===== config.mk =====
export PLATFORM = sky130hd
export DESIGN_NAME = wb_uart_master
export DESIGN_NICKNAME = d
export VERILOG_FILES = /design/src/rtl/wb_uart_master.sv
export SDC_FILE = /design/constraint.sdc
export NUM_CORES = 1
export LEC_CHECK = 0
export BUFFER_PORTS_ARGS = -buffer_cell sky130_fd_sc_hd__buf_4
export CAP_MARGIN = 5
export CORE_MARGIN = 2
export CORE_UTILIZATION = 57
export DETAILED_ROUTE_END_ITERATION = 7
export PLACE_DENSITY_LB_ADDON = 0.2
export SLEW_MARGIN = 15
export SYNTH_ARGS = -nofsm -noshare
export SYNTH_HDL_FRONTEND = slang
export SYNTH_SLANG_ARGS = --single-unit

===== constraint.sdc =====
create_clock -name i_clk -period 4.58 [get_ports i_clk]
set_input_delay 0.916 -clock i_clk [delete_from_list [all_inputs] [get_ports i_clk]]
set_output_delay 0.916 -clock i_clk [all_outputs]
set_load 0.01 [all_outputs]

===== src/rtl/wb_uart_master.sv =====
// Byte-stream to Wishbone bridge: decodes 0x57 (write) / 0x52 (read) command
// frames, runs one pipelined single-beat transfer, and answers over the byte link.
module wb_uart_master #(
    parameter int unsigned TIMEOUT_CYCLES = 1024
) (
    input  logic        i_clk,
    input  logic        i_rst,
    input  logic [7:0]  i_rx_data,
    input  logic        i_rx_valid,
    output logic [7:0]  o_tx_data,
    output logic        o_tx_valid,
    input  logic        i_tx_busy,
    output logic        o_wb_cyc,
    output logic        o_wb_stb,
    output logic        o_wb_we,
    output logic [31:0] o_wb_addr,
    output logic [31:0] o_wb_data,
    output logic [3:0]  o_wb_sel,
    input  logic        i_wb_stall,
    input  logic        i_wb_ack,
    input  logic [31:0] i_wb_data,
    output logic        o_busy
);

    localparam logic [7:0] CMD_WR  = 8'h57;
    localparam logic [7:0] CMD_RD  = 8'h52;
    localparam logic [7:0] RSP_OK  = 8'h4B;
    localparam logic [7:0] RSP_ERR = 8'h45;

    localparam int unsigned TMO_W = $clog2(TIMEOUT_CYCLES + 1);
    localparam logic [TMO_W-1:0] TMO_LAST = TMO_W'(TIMEOUT_CYCLES - 1);

    typedef enum logic [2:0] {
        IDLE,
        ADDR,
        DATA,
        BUS_REQ,
        BUS_WAIT,
        RESP_SEND,
        RESP_GAP
    } state_e;

    state_e           state_q,     state_d;
    logic             we_q,        we_d;
    logic [1:0]       byte_cnt_q,  byte_cnt_d;
    logic [31:0]      addr_q,      addr_d;
    logic [31:0]      data_q,      data_d;
    logic [31:0]      resp_q,      resp_d;
    logic [2:0]       resp_left_q, resp_left_d;
    logic [TMO_W-1:0] tmo_q,       tmo_d;
    logic             cyc_q,       cyc_d;
    logic             stb_q,       stb_d;
    logic [3:0]       sel_q,       sel_d;
    logic             busy_q,      busy_d;
    logic             tmo_hit;
    logic             tx_fire;

    always_comb begin
        // NOTE: every variable gets a default before the case, so no path can
        // leave one unassigned and infer a latch.
        state_d     = state_q;
        we_d        = we_q;
        byte_cnt_d  = byte_cnt_q;
        addr_d      = addr_q;
        data_d      = data_q;
        resp_d      = resp_q;
        resp_left_d = resp_left_q;
        tmo_d       = tmo_q;
        tx_fire     = 1'b0;
        // tmo_q counts bus cycles already spent, so this is the TIMEOUT_CYCLES-th one.
        tmo_hit     = (tmo_q == TMO_LAST);

        case (state_q)
            IDLE: begin
                if (i_rx_valid && (i_rx_data == CMD_WR || i_rx_data == CMD_RD)) begin
                    we_d       = (i_rx_data == CMD_WR);
                    byte_cnt_d = '0;
                    state_d    = ADDR;
                end
            end
            ADDR: begin
                if (i_rx_valid) begin
                    addr_d     = {addr_q[23:0], i_rx_data};
                    byte_cnt_d = byte_cnt_q + 2'd1;
                    if (byte_cnt_q == 2'd3) begin
                        tmo_d   = '0;
                        state_d = we_q ? DATA : BUS_REQ;
                    end
                end
            end
            DATA: begin
                if (i_rx_valid) begin
                    data_d     = {data_q[23:0], i_rx_data};
                    byte_cnt_d = byte_cnt_q + 2'd1;
                    if (byte_cnt_q == 2'd3) begin
                        tmo_d   = '0;
                        state_d = BUS_REQ;
                    end
                end
            end
            BUS_REQ: begin
                tmo_d = tmo_q + 1'b1;
                if (tmo_hit) begin
                    resp_d      = {RSP_ERR, 24'h0};
                    resp_left_d = 3'd1;
                    state_d     = RESP_SEND;
                end else if (!i_wb_stall) begin
                    state_d = BUS_WAIT;
                end
            end
            BUS_WAIT: begin
                tmo_d = tmo_q + 1'b1;
                // An ack on the final counted cycle still wins over the timeout.
                if (i_wb_ack) begin
                    resp_d      = we_q ? {RSP_OK, 24'h0} : i_wb_data;
                    resp_left_d = we_q ? 3'd1 : 3'd4;
                    state_d     = RESP_SEND;
                end else if (tmo_hit) begin
                    resp_d      = {RSP_ERR, 24'h0};
                    resp_left_d = 3'd1;
                    state_d     = RESP_SEND;
                end
            end
            RESP_SEND: begin
                if (!i_tx_busy) begin
                    tx_fire     = 1'b1;
                    resp_d      = {resp_q[23:0], 8'h00};
                    resp_left_d = resp_left_q - 3'd1;
                    state_d     = RESP_GAP;
                end
            end
            RESP_GAP: begin
                state_d = (resp_left_q == 3'd0) ? IDLE : RESP_SEND;
            end
            default: state_d = IDLE;
        endcase

        cyc_d  = (state_d == BUS_REQ) || (state_d == BUS_WAIT);
        stb_d  = (state_d == BUS_REQ);
        sel_d  = cyc_d ? 4'hF : 4'h0;
        busy_d = (state_d != IDLE);
    end

    always_ff @(posedge i_clk) begin
        // NOTE: non-blocking assignments keep every flop sampling the values
        // from before this edge, independent of statement order.
        if (i_rst) begin
            state_q     <= IDLE;
            we_q        <= 1'b0;
            byte_cnt_q  <= '0;
            addr_q      <= '0;
            data_q      <= '0;
            resp_q      <= '0;
            resp_left_q <= '0;
            tmo_q       <= '0;
            cyc_q       <= 1'b0;
            stb_q       <= 1'b0;
            sel_q       <= 4'h0;
            busy_q      <= 1'b0;
        end else begin
            state_q     <= state_d;
            we_q        <= we_d;
            byte_cnt_q  <= byte_cnt_d;
            addr_q      <= addr_d;
            data_q      <= data_d;
            resp_q      <= resp_d;
            resp_left_q <= resp_left_d;
            tmo_q       <= tmo_d;
            cyc_q       <= cyc_d;
            stb_q       <= stb_d;
            sel_q       <= sel_d;
            busy_q      <= busy_d;
        end
    end

    // The strobe follows i_tx_busy in the same cycle so a byte is never
    // offered to a transmitter that has just gone busy.
    assign o_tx_valid = tx_fire;
    assign o_tx_data  = resp_q[31:24];
    assign o_wb_cyc   = cyc_q;
    assign o_wb_stb   = stb_q;
    assign o_wb_we    = we_q;
    assign o_wb_addr  = addr_q;
    assign o_wb_data  = data_q;
    assign o_wb_sel   = sel_q;
    assign o_busy     = busy_q;

endmodule


; ---- Word-level counts from Yosys, hierarchy flattened
; Cells that the tools add are included.
[classes]
addsub = 3
eq_ne = 16
muxes = 32
reduce_logical = 17
[ops]
columns = op, count
row1 = $mux 32, 4
row2 = $pmux 32 s3, 1
row3 = $mux 3, 15
row4 = $mux 11, 2
row5 = $pmux 11 s2, 1
row6 = $pmux 3 s7, 1
row7 = $eq 8x7->1 const B, 2
row8 = $eq 3x3->1 const B, 4
row9 = $add 11x1->11 const B, 1
row10 = $eq 11x10->1 const B, 1
row11 = $eq 3x2->1 const B, 3
row12 = $pmux 3 s3, 1
row13 = $reduce_and 2->1, 4
row14 = $logic_not 3->1, 2
row15 = $reduce_and 3->1, 2
row16 = $reduce_bool 3->1, 2
row17 = $mux 2, 2
row18 = $mux 4, 1
row19 = $ne 2x1->1 const B, 2
row20 = $ne 2x2->1 const B, 2
row21 = $pmux 2 s2, 1
row22 = $reduce_bool 2->1, 2
row23 = $reduce_or 2->1, 2
row24 = $eq 3x1->1 const B, 1
row25 = other kinds (6), 9
[word_totals]
ff_bits = 123
input_bits = 46
output_inout_bits = 81
wordCells = 80

; ---- Longest topological paths before layout
; Gate-level depths: netlist of the first run.
[depth]
word_depth = 8
mapped_depth = 8
ltp_nobuf = 7

; ---- Least setup slack after synthesis of the first run
; OpenSTA, ideal clock, no wires.
[synth_timing]
path_kind = in2reg
startpoint = input i_rx_data[3]
endpoint = register sel_q[2] (netlist: o_wb_sel[2])
setup_ps = 84
t_arrival_ps = 2159
t_required_ps = 4496
slack_ps = 2337
stages = 5
path_buffers = 0
cell_sequence = or4b_4 -> nor4_4 -> a21oi_2 -> nor2b_4 -> o31ai_2
[synth_via]
elab_chain_len = 8
elab_cells_between_ends = 10
cone_classes = eq/ne: 4 / mux: 3 / reduce/logical: 3
[synth_rtl]
columns = element, line
row1 = "start, declared", 8  ; input logic [7:0] i_rx_data,
row2 = $eq 8x7->1, 75  ; if (i_rx_valid && (i_rx_data == CMD_WR || i_rx_data == CMD_RD)) begin
row3 = $logic_or 1x1->1 *, 75
row4 = $logic_and 1x1->1 *, 75
row5 = $mux 3 *, 75
row6 = $pmux 3 s7 *, 73  ; case (state_q)
row7 = $eq 3x2->1 / $eq 3x3->1 (equally long branches), 138  ; cyc_d = (state_d == BUS_REQ) || (state_d == BUS_WAIT);
row8 = $logic_or 1x1->1 *, 138
row9 = $mux 4 *, 140  ; sel_d = cyc_d ? 4'hF : 4'h0;
row10 = "end signal, assigned", 171  ; sel_q <= sel_d;
row11 = "end, declared", 53  ; logic [3:0] sel_q, sel_d;
; Mark *: on every way between the ends. The rest lies on a longest branch, timed or not.
; A chain may end at the register's enable or synchronous reset.

; ---- Worst setup path after layout of the first run
[layout_timing]
startpoint = register state_q[0]
endpoint = output o_tx_valid
[layout_via]
elab_chain_len = 2
[layout_rtl]
columns = element, line
row1 = "start, declared", 43  ; state_e state_q, state_d;
row2 = "start signal, assigned", 161  ; state_q <= state_d;
row3 = $eq 3x3->1, 73
row4 = $mux 1, 73
row5 = "end, declared", 11  ; output logic o_tx_valid,
; Every way passes these cells.

==> impl_results.md, run 1 <==
* Status: finished clean
* Min Tclk post-route at 3.49 ns
* Chip width at 98.5 um
* Internal at 1.81 mW
* Area grow syn2layout at 27.3%
* CTS Buf Count at 17
* Synthesized Nets at 671
* Placed insts at 802
* Router iterations before antenna repair at 6
* Routed via count at 4726
* Avg WL per Cell at 14.8 um
* Placer Congestion at 0.889
* Fin Setup TNS at 0 ns
* Post-layout net count at 763
* CTS sink cnt at 119
* Hold Path Class: reg -> reg
* All-Layer GR Usage at 25.0%
* Synth unique cells at 65
* Cts hold-fix bufs at 0
* Post-CTS Setup Bufs at 0
* Initial antenna violation count at 0
* CTS tree: yes
* Vias per cell at 5.67
* Reg clk slew, reported paths at 0.06 ns
* Met3 Use GR at 5.53%
* Worst hold stages at 2
* GRT busiest layer: met2
* Largest net degree at the start of global routing at 65
* Layout Skew at 0.00863 ns
* Relative slew slack at 27.3%
* Post-Syn Area at 0.00509 mm2
* Core ar. at 0.00868 mm2
* Crit end category: output pin
* Post-Synthesis Cells at 621
* WS Path Type: reg -> out
* Met2 Usage GRT at 40.0%
* H-Tree Depth at 4
* Die Ht at 98.5 um
* Final setup vio count at 0
* Peak supply drop at 0.247 mV
* DP HPWL at 7.98 mm
* Clock network fraction of total power at 52.6%
* P_sw at 0.552 mW
* Final ANT Viol Nets at 0
* CP max FO at 25
* Combinational fraction of design power at 3.3%
* Fmax at 287 MHz
* Share of power burned in registers at 44.1%
* Remaining Overflow, GRT at 0
* Slew Limit Fails at 0
* Initial Util at 58.7%
* Seq/Total Area, Yosys at 46.8%
* Max-Cap Viols at 0
* Reg2reg path depth at 5
* Ys flop type: dfxtp_1
* Period utilization at 76.2%
* Worst skew pair latency at 0.52 ns
* Diode count at 0
* R2r setup slk at 1.72 ns
* Final instance count without filler cells at 834
* Cell Pwr Density at 364 mW/mm2
* Leak at 2.56 nW
* Async SR Flop Fraction at 0%
* # port buffers at 126
* DIE AREA at 0.00971 mm2
* Sw Ratio at 23.4%
* Mean Syn Cell Area at 8.20 um2
* First DRT Iteration DRCs at 304
* Met1 GRT Util at 33.2%
* Worst Path Arrival at 2.57 ns
* Worst slew pin tran at 1.09 ns
* Final hold violation count at 0
* Post-CTS sizing at 0
* Flops & latches, synth at 119
* RSZ-0062 raised after global routing: false
* Share of cells above drive strength 1 at 23.7%
* Filler instances at 649
* Critical path launch point type: register
* Vias in the first global route at 4206
* DRC Markers at 0
* WL final at 12.3 mm
* Clock root cell: clkbuf_8
* CTS Buffer Depth at 2
* Number of core rows at 34
* Yosys warns at 0
* Critical path data required time at 3.66 ns
* # IOs at 127
* First-pass GRT wire length at 20.0 mm
* Number of synthesized flops with an enable pin at 0
## layout by cell type (no fill, tap or decap), types with 3 or more instances in the layout
cell	netlist	layout
nand2b_1	8	8
o221ai_1	3	3
and3_1	3	3
nor2b_1	4	4
inv_6	0	8
nand2_1	146	146
ha_1	4	4
a21oi_1	80	80
a22o_1	19	19
xor2_1	6	6
inv_1	8	8
a22oi_1	29	29
o211ai_1	3	3
o21ai_0	10	10
clkbuf_16	0	16
nor4_1	3	3
nor2_1	59	57
nand4_1	3	3
dfxtp_1	119	119
buf_4	14	128
and3b_1	3	3
## synthesized netlist by cell type, types with 4 or more instances
master / number / area [um2]
clkbuf_1: 31 / 116
a21oi_1: 80 / 400
xor2_1: 6 / 52.6
nand2_1: 146 / 548
nor2_1: 59 / 221
ha_1: 4 / 50.1
a22oi_1: 29 / 218
buf_2: 8 / 40.0
dfxtp_1: 119 / 2380
inv_1: 8 / 30.0
nand2b_1: 8 / 50.1
o21ai_0: 10 / 50.1
a22o_1: 19 / 166
buf_4: 14 / 105
nor2b_1: 4 / 25.0
## routing by layer
metal,vias up,share of wire (%)
met2,163,49
met4,0,1.6
li1,2341,-
met1,2204,44
met3,18,5.9
met5,-,0
## power groups by stage
stage / Sequential [mW] / Clock, mW / Combinational, mW
final: 1.04 / 1.24 / 0.0773
after global placement: 1.06 / 0 / 0.0750
after global routing: 1.04 / 1.30 / 0.0838
after floorplan: 1.06 / 0 / 0.0359
after CTS: 1.04 / 1.26 / 0.0764
after detailed placement: 1.07 / 0 / 0.0762
## cells by family after synthesis
group | synth area share [%]
AOI/OAI and AO/OA | 22.9
xor gates and xnor gates | 1.20
adders and majority gates | 0.983
buffers and inverters | 5.94
DFF | 46.8
muxes | 0.442
and+or+nand+nor | 21.7
## layout make-up
type | instances | area [um2] | share of cell area [%]
Sequential cell | 119 | 2380 | 36.7
Tap cell | 108 | 135 | 2.08
Multi-Input combinational cell | 438 | 2420 | 37.3
Timing Repair Buffer | 128 | 961 | 14.8
Inverter | 9 | 33.8 | 0.521
Clock buffer | 18 | 418 | 6.44
Clock inverter | 14 | 136 | 2.10
## critical path, cell delays in order, from the launching register on
cell and delay [ns]:
dfxtp_1 0.80, and3b_1 0.80, nand2_1 0.23, inv_1 0.10, buf_4 0.12
## worst paths after layout
| kind | start | endpoint |
|---|---|---|
| worst min-delay path | o_wb_data[27]$_SDFFE_PP0P_ | o_wb_data[27]$_SDFFE_PP0P_ |
| worst min register to register | o_wb_data[27]$_SDFFE_PP0P_ | o_wb_data[27]$_SDFFE_PP0P_ |
| worst max-delay path | state_q[0]$_SDFF_PP0_ | o_tx_valid |
| worst max register to register | state_q[0]$_SDFF_PP0_ | resp_q[10]$_SDFFE_PP0P_ |
## flip-flops by register name (all words and copies together) (netlist names)
signal and flops:
byte_cnt_q 2, o_busy 1, o_wb_addr 32, o_wb_data 32, o_wb_sel 1, o_wb_stb 1, o_wb_we 1, resp_left_q 3
resp_q 32, state_q 3, tmo_q 11
## stage by stage
step	hold slack [ns]	area (um2)	power [mW]	setup slack, ns	util [%]
2_1_floorplan	0.431	5090	1.10	2.34	-
3_3_place_gp	0.442	5930	1.14	1.71	68.3
3_5_place_dp	0.448	5930	1.14	1.68	68.3
4_1_cts	0.457	6480	2.38	1.11	74.7
5_1_grt	0.473	6480	2.43	0.893	74.7
6_report	0.454	6480	2.36	1.09	74.7
Power figures use the tool's default switching activity.
==> run 2, diff against run 1 <==
--- a/config.mk
+++ b/config.mk
@@ -8,7 +8,7 @@
 export BUFFER_PORTS_ARGS = -buffer_cell sky130_fd_sc_hd__buf_4
 export CAP_MARGIN = 5
 export CORE_MARGIN = 2
-export CORE_UTILIZATION = 57
+export CORE_UTILIZATION = 48
 export DETAILED_ROUTE_END_ITERATION = 7
 export PLACE_DENSITY_LB_ADDON = 0.2
 export SLEW_MARGIN = 15
==> constraint.sdc (replaced) <==
create_clock -name i_clk -period 3.1 [get_ports i_clk]
set_input_delay 0.62 -clock i_clk [delete_from_list [all_inputs] [get_ports i_clk]]
set_output_delay 0.62 -clock i_clk [all_outputs]
set_load 0.01 [all_outputs]
==> impl_results.md, run 2 (synthesis gave the netlist of run 1 again) <==
* Status: finished clean
* Critical path launch point type: register
* Placer Congestion at 0.815
* Vias per cell at 5.40
* Hold Path Class: in -> reg
* Reg clk slew, reported paths at 0.06 ns
* Min Tclk post-route at 2.61 ns
* CTS sink cnt at 119
* DRC Markers at 0
* Fin Setup TNS at 0 ns
* Final hold violation count at 0
* WL final at 12.7 mm
* Final setup vio count at 0
* Most frequent cells in the layout: 146 x nand2_1, 133 x buf_4, 119 x dfxtp_1, 80 x a21oi_1, 57 x nor2_1
* Cell Pwr Density at 560 mW/mm2
* CP max FO at 22
* Chip width at 107 um
* CTS Buf Count at 17
* First DRT Iteration DRCs at 258
* Most common cell after layout, fill and taps aside: nand2_1
* Share of cells above drive strength 1 at 24.5%
* Worst skew pair latency at 0.51 ns
* First-pass GRT wire length at 21.3 mm
* CTS tree: yes
* Post-layout net count at 768
* H-Tree Depth at 4
* Leak at 2.61 nW
* Core ar. at 0.0103 mm2
* Critical path data required time at 2.48 ns
* Avg WL per Cell at 14.7 um
* RSZ-0062 raised after global routing: false
* Layout Skew at 0.00888 ns
* Post-CTS Setup Bufs at 0
* DP HPWL at 8.23 mm
* Max-Cap Viols at 0
* Initial antenna violation count at 0
* Crit end category: output pin
* CTS Buffer Depth at 2
* # IOs at 127
* Placed insts at 835
* # port buffers at 126
* Period utilization at 84.3%
* Slew Limit Fails at 0
* Cts hold-fix bufs at 0
* Final ANT Viol Nets at 0
* Filler instances at 879
* Routed via count at 4682
* Diode count at 0
* WS Path Type: reg -> out
* Die Ht at 107 um
* All-Layer GR Usage at 23.1%
* Number of core rows at 37
* Fmax at 383 MHz
* Largest net degree at the start of global routing at 58
* Router iterations before antenna repair at 5
* Remaining Overflow, GRT at 0
* Relative slew slack at 27.6%
* Peak supply drop at 0.429 mV
* Clock root cell: clkbuf_8
* Worst slew pin tran at 1.09 ns
* DIE AREA at 0.0115 mm2
* Final instance count without filler cells at 867
* Vias in the first global route at 4481
* Initial Util at 49.3%
* Area grow syn2layout at 30.1%
* Worst Path Arrival at 1.99 ns
## run 2: changes by cell type in the layout (fill, tap and decap cells not counted), sizes merged
cell    delta
inv        -7
buf        +5
clkinv     +4
bufinv     +3
## run 2: power breakdown
group          total [mW]  switching [mW]  internal [mW]
Sequential           1.54         0.00567           1.53
Combinational       0.116          0.0601         0.0555
Clock                2.05           0.719           1.33
Total                3.71           0.785           2.92
## run 2: routing by layer
metal | wire length [um] | track usage [%] | up-vias
met4 | 199 | 8.26 | 0
met5 | 0 | 0 | -
met1 | 5520 | 29.5 | 2189
met3 | 691 | 7.05 | 15
li1 | - | - | 2339
met2 | 6310 | 36.9 | 139
## run 2: area by class of cell
class                           count  area, um2  share of cell area (%)
Timing Repair Buffer              133        998                    15.1
Sequential cell                   119       2380                    36.0
Tap cell                          136        170                    2.57
Clock buffer                       18        428                    6.46
Inverter                            9       33.8                   0.510
Clock inverter                     14        198                    2.98
Multi-Input combinational cell    438       2410                    36.4
## run 2: worst paths after layout
kind	slack, ns	startpoint	endpoint	depth (start not counted)
setup / recovery	0.49	state_q[2]$_SDFF_PP0_	o_tx_valid	4
hold reg to reg	0.46	o_wb_addr[25]$_SDFFE_PP0P_	o_wb_addr[25]$_SDFFE_PP0P_	2
hold / removal	0.34	i_wb_data[3]	resp_q[3]$_SDFFE_PP0P_	3
setup reg to reg	0.73	state_q[0]$_SDFF_PP0_	resp_q[25]$_SDFFE_PP0P_	7
## run 2: critical path, cell delays in order (launching register included)
cell	delay (ns)
dfxtp_1	0.58
and3b_2	0.54
nand2_1	0.16
inv_1	0.08
buf_4	0.12
## run 2: repair_timing
item | 4_1_cts | 5_1_grt
gates resized for setup | 0 | 1
endpoints found under the setup margin | 0 | 1
endpoints found under the hold margin | 0 | 0
## run 2: stage by stage
| step | setup slack [ns] | power, mW | utilization [%] | cell area, um2 | hold WS [ns] |
|---|---|---|---|---|---|
| after floorplan | 1.15 | 1.62 | - | 5090 | 0.431 |
| after global placement | 0.763 | 1.69 | 58.1 | 6000 | 0.442 |
| after detailed placement | 0.730 | 1.69 | 58.1 | 6000 | 0.451 |
| after CTS | 0.157 | 3.73 | 64.2 | 6620 | 0.326 |
| after global routing | 0.330 | 3.84 | 64.2 | 6630 | 0.322 |
| final | 0.487 | 3.71 | 64.2 | 6630 | 0.341 |
==> run 3, diff against run 2 <==
==> constraint.sdc (replaced) <==
create_clock -name i_clk -period 2.15 [get_ports i_clk]
set_input_delay 0.43 -clock i_clk [delete_from_list [all_inputs] [get_ports i_clk]]
set_output_delay 0.43 -clock i_clk [all_outputs]
set_load 0.01 [all_outputs]
==> impl_results.md, run 3 (synthesis gave the netlist of run 1 again) <==
* Status: finished clean
* Number of core rows at 37
* Post-layout net count at 784
* Reg2reg path depth at 7
* Crit end category: register
* WS Path Type: reg -> reg
* Cts hold-fix bufs at 0
* Final hold violation count at 0
* Relative slew slack at 64.3%
* Fin Setup TNS at 0 ns
* Clock network fraction of total power at 51.6%
* Cell Pwr Density at 738 mW/mm2
* Area grow syn2layout at 31.5%
* DRC Markers at 0
* CTS tree: yes
* RSZ-0062 raised after global routing: false
* Most common cell after layout, fill and taps aside: nand2_1
* First DRT Iteration DRCs at 209
* Hold wc startpoint: i_wb_data[5]
* Slew Limit Fails at 0
* Worst skew pair latency at 0.52 ns
* Initial Util at 49.3%
* Most frequent cells in the layout: 146 x nand2_1, 145 x buf_4, 117 x dfxtp_1, 80 x a21oi_1, 57 x nor2_1
* Worst hold stages at 3
* Layout Skew at 0.00752 ns
* First-pass GRT wire length at 21.0 mm
* CTS Buf Count at 17
* Min Tclk post-route at 2.02 ns
* Peak supply drop at 0.665 mV
* Diode count at 0
* Placer Congestion at 0.862
* Final core occ at 64.9%
* CP cell instances: ha_1, and3b_1, and3_2, buf_4, o221a_2, nand2b_1, o31ai_2
* Final setup vio count at 0
* Fmax at 495 MHz
* Largest net degree at the start of global routing at 44
* Chip width at 107 um
* Combinational fraction of design power at 3.5%
* Critical path data required time at 2.58 ns
* Hold Path Sink: resp_q[5]$_SDFFE_PP0P_
* WL final at 12.9 mm
* Worst r2r src: tmo_q[0]$_SDFFE_PP0P_
* Remaining Overflow, GRT at 0
* Sw Ratio at 22.3%
* Worst Path Arrival at 2.45 ns
* Worst slew pin tran at 0.534 ns
* Vias in the first global route at 4570
* Max incr delay on CP at 0.34 ns
* RR Endpoint: o_wb_sel[2]$_SDFF_PP0_
* CP max FO at 7
* DP HPWL at 8.52 mm
* Final ANT Viol Nets at 0
* CTS Buffer Depth at 2
* Core ar. at 0.0103 mm2
* H-Tree Depth at 4
* # IOs at 127
* Clock root cell: clkbuf_8
* CP max-delay cell: dfxtp_1
* Share of power burned in registers at 44.9%
* R2r setup slk at 0.13 ns
* # port buffers at 126
* Die Ht at 107 um
* DIE AREA at 0.0115 mm2
* Initial antenna violation count at 0
* Internal at 3.84 mW
* Period utilization at 94.0%
* Avg WL per Cell at 14.7 um
* Share of cells above drive strength 1 at 26.2%
* P_sw at 1.10 mW
* Leak at 2.66 nW
* Router iterations before antenna repair at 5
* Hold Path Class: in -> reg
* CTS sink cnt at 119
* Max-Cap Viols at 0
* Vias per cell at 5.38
* Critical path launch point type: register
* Reg clk slew, reported paths at 0.06 ns
* Routed via count at 4744
* All-Layer GR Usage at 22.8%
-- run 3: cell count changes in the layout (fill, tap and decap cells not counted), sizes merged --
cell | before | now
inv | 11 | 10
clkinvlp | 2 | 4
a22oi | 30 | 31
bufinv | 4 | 1
buf | 133 | 148
-- run 3: metrics by stage --
step / instance area (um2) / setup WS (ns) / hold slack (ns) / std cells / power (mW)
after floorplan: 5090 / 0.393 / 0.431 / 621 / 2.34
after global placement: 6130 / 0.139 / 0.442 / 849 / 2.44
after detailed placement: 6130 / 0.0492 / 0.449 / 849 / 2.44
after CTS: 6660 / 0.0150 / 0.128 / 879 / 4.97
after global routing: 6700 / 0.0106 / 0.139 / 881 / 5.09
final: 6700 / 0.128 / 0.146 / 881 / 4.94
-- run 3: cell type report --
type	count	area [um2]
Fill cell	892	3620
Multi-Input combinational cell	439	2430
Sequential cell	119	2380
Timing Repair Buffer	148	1150
Clock buffer	18	428
Tap cell	136	170
Clock inverter	12	106
Inverter	9	33.8
-- run 3: how the worst max path moves through the flow --
| stage | depth (start not counted) | slack (ns) | startpoint | end |
|---|---|---|---|---|
| floorplan | 5 | 0.39 | i_rx_data[3] | o_wb_sel[2]$_SDFF_PP0_ |
| global placement | 5 | 0.14 | state_q[0]$_SDFF_PP0_ | resp_q[31]$_SDFFE_PP0P_ |
| detailed placement | 6 | 0.05 | tmo_q[0]$_SDFFE_PP0P_ | resp_q[31]$_SDFFE_PP0P_ |
| CTS | 4 | 0.01 | state_q[0]$_SDFF_PP0_ | o_tx_valid |
| global route | 7 | 0.01 | tmo_q[0]$_SDFFE_PP0P_ | o_wb_sel[2]$_SDFF_PP0_ |
| finish | 7 | 0.13 | tmo_q[0]$_SDFFE_PP0P_ | o_wb_sel[2]$_SDFF_PP0_ |
-- run 3: per-layer routing --
metal / global-route usage (%) / wire length, um / part of all wire (%) / vias up
met3: 6.81 / 625 / 4.8 / 22
met2: 37.3 / 6230 / 48 / 112
met4: 9.55 / 263 / 2.0 / 0
met1: 28.0 / 5790 / 45 / 2234
li1: - / - / - / 2376
met5: 0 / 0 / 0 / -
-- run 3: critical path, delay by kind of cell, from the launching register on --
family / cells / cell delay [ns]
compound gates: 2 / 0.46
fa+ha+maj: 1 / 0.26
buf+inv: 1 / 0.18
flops: 1 / 0.34
simple gates: 3 / 0.69
-- run 3: repair_timing --
action / CTS / global route
setup buffers: 0 / 1
setup endpoints to repair: 0 / 29
gates resized for setup: 0 / 3
-- run 3: power groups by stage --
stage | sequential [mW] | clock, mW | combinational [mW]
3_3_place_gp | 2.27 | 0 | 0.168
5_1_grt | 2.22 | 2.69 | 0.186
4_1_cts | 2.22 | 2.57 | 0.172
3_5_place_dp | 2.27 | 0 | 0.171
6_report | 2.22 | 2.55 | 0.172
2_1_floorplan | 2.27 | 0 | 0.0764
